<file path="src/rtl/msk_unmask_seq.sv">
// msk_unmask_seq: serial share recombination. It folds a d-share Boolean sharing into its W-bit value, one share per cycle.
// Define MSK_UNMASK_REFRESH_EN to add the rnd port and ring-refresh the shares when they are captured.
`ifndef DEFAULTSHARES
`define DEFAULTSHARES 2
`endif

module msk_unmask_seq #(
    parameter int d = `DEFAULTSHARES,
    parameter int W = 8
) (
    input  logic           clk,
    input  logic           rst,
    input  logic [d*W-1:0] in_shares,
    input  logic           in_valid,
    output logic           in_ready,
    output logic [W-1:0]   out_data,
    output logic           out_valid,
    input  logic           out_ready
`ifdef MSK_UNMASK_REFRESH_EN
    ,
    input  logic [d*W-1:0] rnd
`endif
);
    localparam int CW = $clog2(d);
    localparam logic [CW-1:0] LAST = CW'(d - 1);

    typedef enum logic [1:0] {IDLE, ACC, DONE} state_t;

    state_t              state, state_next;
    logic [d-1:0][W-1:0] share_reg;
    logic [d-1:0][W-1:0] captured;
    logic [W-1:0]        acc;
    logic [CW-1:0]       cnt;
    logic                accept;

    assign accept = in_valid && (state == IDLE);

    // Shares as they will be stored; a ring refresh keeps the XOR of all shares unchanged.
    always_comb begin
        for (int i = 0; i < d; i++) begin
`ifdef MSK_UNMASK_REFRESH_EN
            captured[i] = in_shares[i*W +: W] ^ rnd[i*W +: W] ^ rnd[((i + 1) % d)*W +: W];
`else
            captured[i] = in_shares[i*W +: W];
`endif
        end
    end

    // NOTE: sequential state uses non-blocking assignments so every register samples pre-edge values.
    always_ff @(posedge clk or posedge rst) begin
        if (rst) state <= IDLE;
        else     state <= state_next;
    end

    always_comb begin
        state_next = state;
        case (state)
            IDLE:    if (accept)       state_next = ACC;
            ACC:     if (cnt == LAST)  state_next = DONE;
            DONE:    if (out_ready)    state_next = IDLE;
            default:                   state_next = IDLE;
        endcase
    end

    always_comb begin
        in_ready  = (state == IDLE);
        out_valid = (state == DONE);
        out_data  = (state == DONE) ? acc : '0;
    end

    // NOTE: share_reg is reset and wiped after release, so no share outlives its transaction.
    always_ff @(posedge clk or posedge rst) begin
        if (rst) begin
            share_reg <= '0;
            acc       <= '0;
            cnt       <= '0;
        end else begin
            case (state)
                IDLE: if (accept) begin
                    share_reg <= captured;
                    acc       <= captured[0];
                    cnt       <= CW'(1);
                end
                ACC: begin
                    acc <= acc ^ share_reg[cnt];
                    cnt <= cnt + 1'b1;
                end
                DONE: if (out_ready) begin
                    share_reg <= '0;
                    acc       <= '0;
                    cnt       <= '0;
                end
                default: ;
            endcase
        end
    end

endmodule

</file>
<file path="config.mk">
export PLATFORM = sky130hd
export DESIGN_NAME = msk_unmask_seq
export DESIGN_NICKNAME = d
export VERILOG_FILES = /design/src/rtl/msk_unmask_seq.sv
export SDC_FILE = /design/constraint.sdc
export NUM_CORES = 1
export LEC_CHECK = 0
export BUFFER_PORTS_ARGS = -buffer_cell sky130_fd_sc_hd__buf_2
export CELL_PAD_IN_SITES_DETAIL_PLACEMENT = 0
export CELL_PAD_IN_SITES_GLOBAL_PLACEMENT = 1
export CORE_ASPECT_RATIO = 0.5
export CORE_MARGIN = 3
export CORE_UTILIZATION = 40
export CTS_CLUSTER_DIAMETER = 40
export DETAILED_ROUTE_END_ITERATION = 6
export PLACE_DENSITY = 0.83
export SETUP_SLACK_MARGIN = 0.15
export SLEW_MARGIN = 15
export SYNTH_ARGS = -nofsm -noshare
export SYNTH_HDL_FRONTEND = slang
export SYNTH_SLANG_ARGS = --single-unit
export TNS_END_PERCENT = 50
</file>
<file path="constraint.sdc">
create_clock -name clk -period 3.2 [get_ports clk]
set_clock_uncertainty 0.15 [all_clocks]
set_input_delay 0.32 -clock clk [delete_from_list [all_inputs] [get_ports clk]]
set_output_delay 0.32 -clock clk [all_outputs]
set_load 0.005 [all_outputs]
</file>
# Word-level counts from Yosys, hierarchy flattened
# Cells that the tools add are included.
# word_totals
reg_bits	27
inputBits	20
out_inout_bits	10
wordCells	36
# classes
add_sub_neg	1
magnitude_cmp	1
eq_ne	5
n_mux	16
n_bitwise	1
n_reduce_logical	7
# op_table
operator	count
$mux W8	5
$mux W16	2
$pmux W16 S2	1
$pmux W8 S3	1
$reduce_and A3 Y1	3
$xor A8 B8 Y8	1
$mux W2	3
$pmux W2 S3	1
$ne A2 B1 Y1 const B	2
$pmux W1 S3	1
$reduce_bool A3 Y1	1
$eq A2 B1 Y1 const B	1
$eq A2 B2 Y1 const B	1
$logic_not A2 Y1	1
$lt A1 B2 Y1 const B	1
$mux W1	2
$ne A2 B2 Y1 const B	1
$reduce_bool A2 Y1	1
$add A1 B1 Y1 const B	1
$logic_and A1 B1 Y1	1

# Depth between registers and ports, before layout
# depth
word_depth	4
ltp_mapped	7
ltp_nobuf	5

# Least setup slack after synthesis
# No wires, ideal clock.
# synth_timing
kind	flip-flop to flip-flop
startpoint	reg state[0]
endpoint	reg acc[0]
setup_time_ns	0.137
t_arrival_ns	1.609
t_required_ns	2.913
setup_slack_ns	1.304
stages_incl_launch_ff	8
n_path_buf	2
synth_period_minus_slack_ns	1.896
path_cell_list	dfrtp_1 > inv_1 > ha_1 > buf_6 > and2_1 > buf_6 > a2111oi_2 > o22ai_1
# synth_between
elab_chain_cells	4
elab_cells_between_ends	9
cone_classes	eq/ne (4); mux (1); reduce/logical (4)
# synth_rtl
item	line	source
start: declaration	29	state_t state, state_next;
start signal: assignment	52	else state <= state_next;
$logic_not A2 Y1	36, 78	
$logic_and A1 B1 Y1	36	assign accept = in_valid && (state == IDLE);
$ne A2 B1 Y1 (no source line)	--	
$reduce_and A3 Y1 (no source line)	--	
end signal: assignment	81	acc <= captured[0];
end signal: assignment	85	acc <= acc ^ share_reg[cnt];
end: declaration	32	logic [W-1:0] acc;
# Parallel ways exist; a longest one is shown, timed or not.
# A chain may end at the register's enable or synchronous reset.

# Worst setup path in the final report
# layout_timing
startpoint	reg state[0]
endpoint	reg acc[2]
# Same word-level chain as after synthesis.

==> results.md <==
- # DRC: 0
- Via count: about 1,100
- Synth Cell Area: 1560 µm²
- Setup TNS: 0 ns
- Die area: ~4700 µm²
- Status: complete, no violations
- Critical path class: reg -> reg
- Delay of the slowest cell on the worst path: approximately 0.55 ns
- Placeable core area: 3580 µm²
- Boundary Pins: 30
- Post-synth top area cell: dfrtp_1
- Slew at the pin with the worst max-slew slack: 1.01 ns
- Max Slew Vio Count: 0
- Die Span Y: 50.1 µm
- Most common cell after layout, fill and taps aside: buf_2
- Fmax: 437 MHz
- CP max-delay cell: nor2b_2
- Area added between synthesis and finish: 10.4%
- 1st-pass router iterations: 7
- CP Cell Sequence: inv_1 > ha_1 > nor2b_2 > or3_1 > o22ai_1
- Slew HR: 0.325
- Setup-failing EPs final: 0
- CTS Buffer Depth: 2
- Power, Total: 1.66 mW
- Worst EP required: 3.19 ns
- Vias in the first global route: between 1,000 and 1,500
- CTS Hold Bufs: 0
- Top Family by Delay on Critical Path: simple AND/OR/NAND/NOR gates
- PostCTS Resize Cnt: 0
- Share of layout cells above drive strength 1: 0.288
- Clock root buffer master: clkbuf_8
- Clock Latency Late Sink: 0.27 ns
- Register area share after synthesis: 0.434
- Clock sink count: 27
- Routability cong.: about 0.74
- Min-delay worst type: in -> reg
- Post-synthesis average cell area: 11.4 µm²
- Initial antenna violation count: 0
- Hold WS: 0.103 ns
- Filler instances: 351
- Buffers on Ports: 29
- Dominant cells by area after synthesis: dfrtp_1, a22o_1, mux2i_1
- Leak: 0.849 nW
- Via density: between 5 and 6
- Global-route usage over all layers: 0.149
- Initial Utilization: 0.435
- Largest net degree at the start of global routing: 28
- Commonest non-fill, non-tap cells in the layout: buf_2, dfrtp_1, inv_1, a22o_1
- Gate Count Post-Synth: 137
- ANT nets after route: 0
- Grt total ovfl: 0
- Startpoint Class: flop
- CTS Buf Count: 3
- Crit path time final: 2.29 ns
- Post-route clock period utilization: 0.714
- Ant. Diodes: 0
- WP buf/inv: 1
- Worst Setup End Kind: flop
- Dpl hpwl: 2410 µm
- # rows: 15
- Net Count, Synth: 163
- Arrival time worst endpoint: 2.28 ns
- Unrepaired setup endpoints after global routing: false
- Distinct cells, synth: 30
- H-Tree Level Count: 1
- Register bit total from synthesis: 27
- Final WL: 3320 µm
- Post-CTS setup buffer count: 0
- Wirelength per Cell: 15.7 µm
- Worst-path fanout max: 13
- First-pass GRT wire length: 5460 µm
- Power Dens Cells: around 970 nW/µm²
- Max Cap Viol: 0
- CTS tree: yes
- Final hold vios: 0
- Area share of the largest cell type after synthesis: 0.434
- Die width: between 90 and 100 µm
- Max reg flops: 16
- VDD IR max: 0.389 mV
- Iter 0 DRT Violations: 33
- Clk slew on worst S/H paths: ~0.090 ns
- Fin nets: 187
- Synth warn: 0
cells in the mapped netlist:
| cell type | number |
|---|---|
| mux2i_1 | 9 |
| ha_1 | 6 |
| or3_1 | 1 |
| nor2b_1 | 1 |
| buf_2 | 1 |
| clkbuf_1 | 1 |
| clkbuf_8 | 1 |
| nor2_1 | 2 |
| o22ai_1 | 8 |
| or2_1 | 1 |
| a2111oi_1 | 5 |
| a22o_1 | 16 |
| nor2b_4 | 1 |
| and2_1 | 9 |
| nor3_1 | 1 |
| mux2_2 | 1 |
| clkbuf_2 | 1 |
| inv_1 | 19 |
| and2b_2 | 1 |
| nor2b_2 | 1 |
| o41ai_1 | 1 |
| a2111oi_2 | 3 |
| nand2_1 | 2 |
| o31ai_1 | 1 |
| nor3b_1 | 1 |
| buf_6 | 6 |
| dfrtp_1 | 27 |
| o32a_2 | 5 |
| buf_4 | 1 |
| o32a_1 | 4 |
where the power goes:
| group | switching [mW] | internal, mW |
|---|---|---|
| Sequential | 0.123 | 0.481 |
| Clock | 0.109 | 0.0884 |
| Combinational | 0.446 | 0.416 |
worst paths after layout:
kind,start,end,slack [ns],cells past startpoint
setup / recovery,state[0],acc[2],0.91,5
hold / removal,in_shares[13],share_reg[13],0.10,2
setup reg to reg,state[0],acc[2],0.91,5
hold reg to reg,share_reg[0],share_reg[0],0.36,1
max in group asynchronous,rst,share_reg[1],2.16,2
min in group asynchronous,rst,share_reg[13],0.12,2
per-layer routing:
layer | vias up | global-route usage | part of all wire
li1 | 545 | - | -
met5 | - | 0 | 0
met4 | 0 | 0.0384 | 0.0069
met2 | 18 | 0.228 | 0.46
met3 | 2 | 0.0335 | 0.039
met1 | 564 | 0.212 | 0.50
worst reg2reg max path, stage by stage (launching register included):
cell and delay (ns):
dfrtp_1 0.42, inv_1 0.14, ha_1 0.37, nor2b_2 0.55
or3_1 0.39, o22ai_1 0.14
logic make-up after synthesis:
logic type,after synthesis,synth area share
AND/OR/NAND/NOR,21,0.0860
AO/OA/AOI/OAI,43,0.255
multiplexers,10,0.0651
adder cells (fa/ha/maj),6,0.0482
buffers and inverters,30,0.112
flip-flops,27,0.434
final cells by class:
type / instances / area (µm²) / area share
clock inverter: 1 / 7.51 / 0.00436
timing repair buffer: 30 / 153 / 0.0887
inverter: 19 / 71.3 / 0.0415
sequential: 27 / 676 / 0.393
clock buffer: 3 / 41.3 / 0.0240
multi-input combinational: 80 / 708 / 0.412
tap: 51 / 63.8 / 0.0371
metrics by stage:
step                      area [µm²]  utilization  std cells  setup WS, ns
final                           1720        0.480        211         0.914
after global routing            1720        0.480        211         0.697
after CTS                       1720        0.480        211         0.913
after detailed placement        1670        0.466        207         0.932
after global placement          1670        0.466        207          1.02
after floorplan                 1560            -        137          1.30
Power figures use the tool's default switching activity.
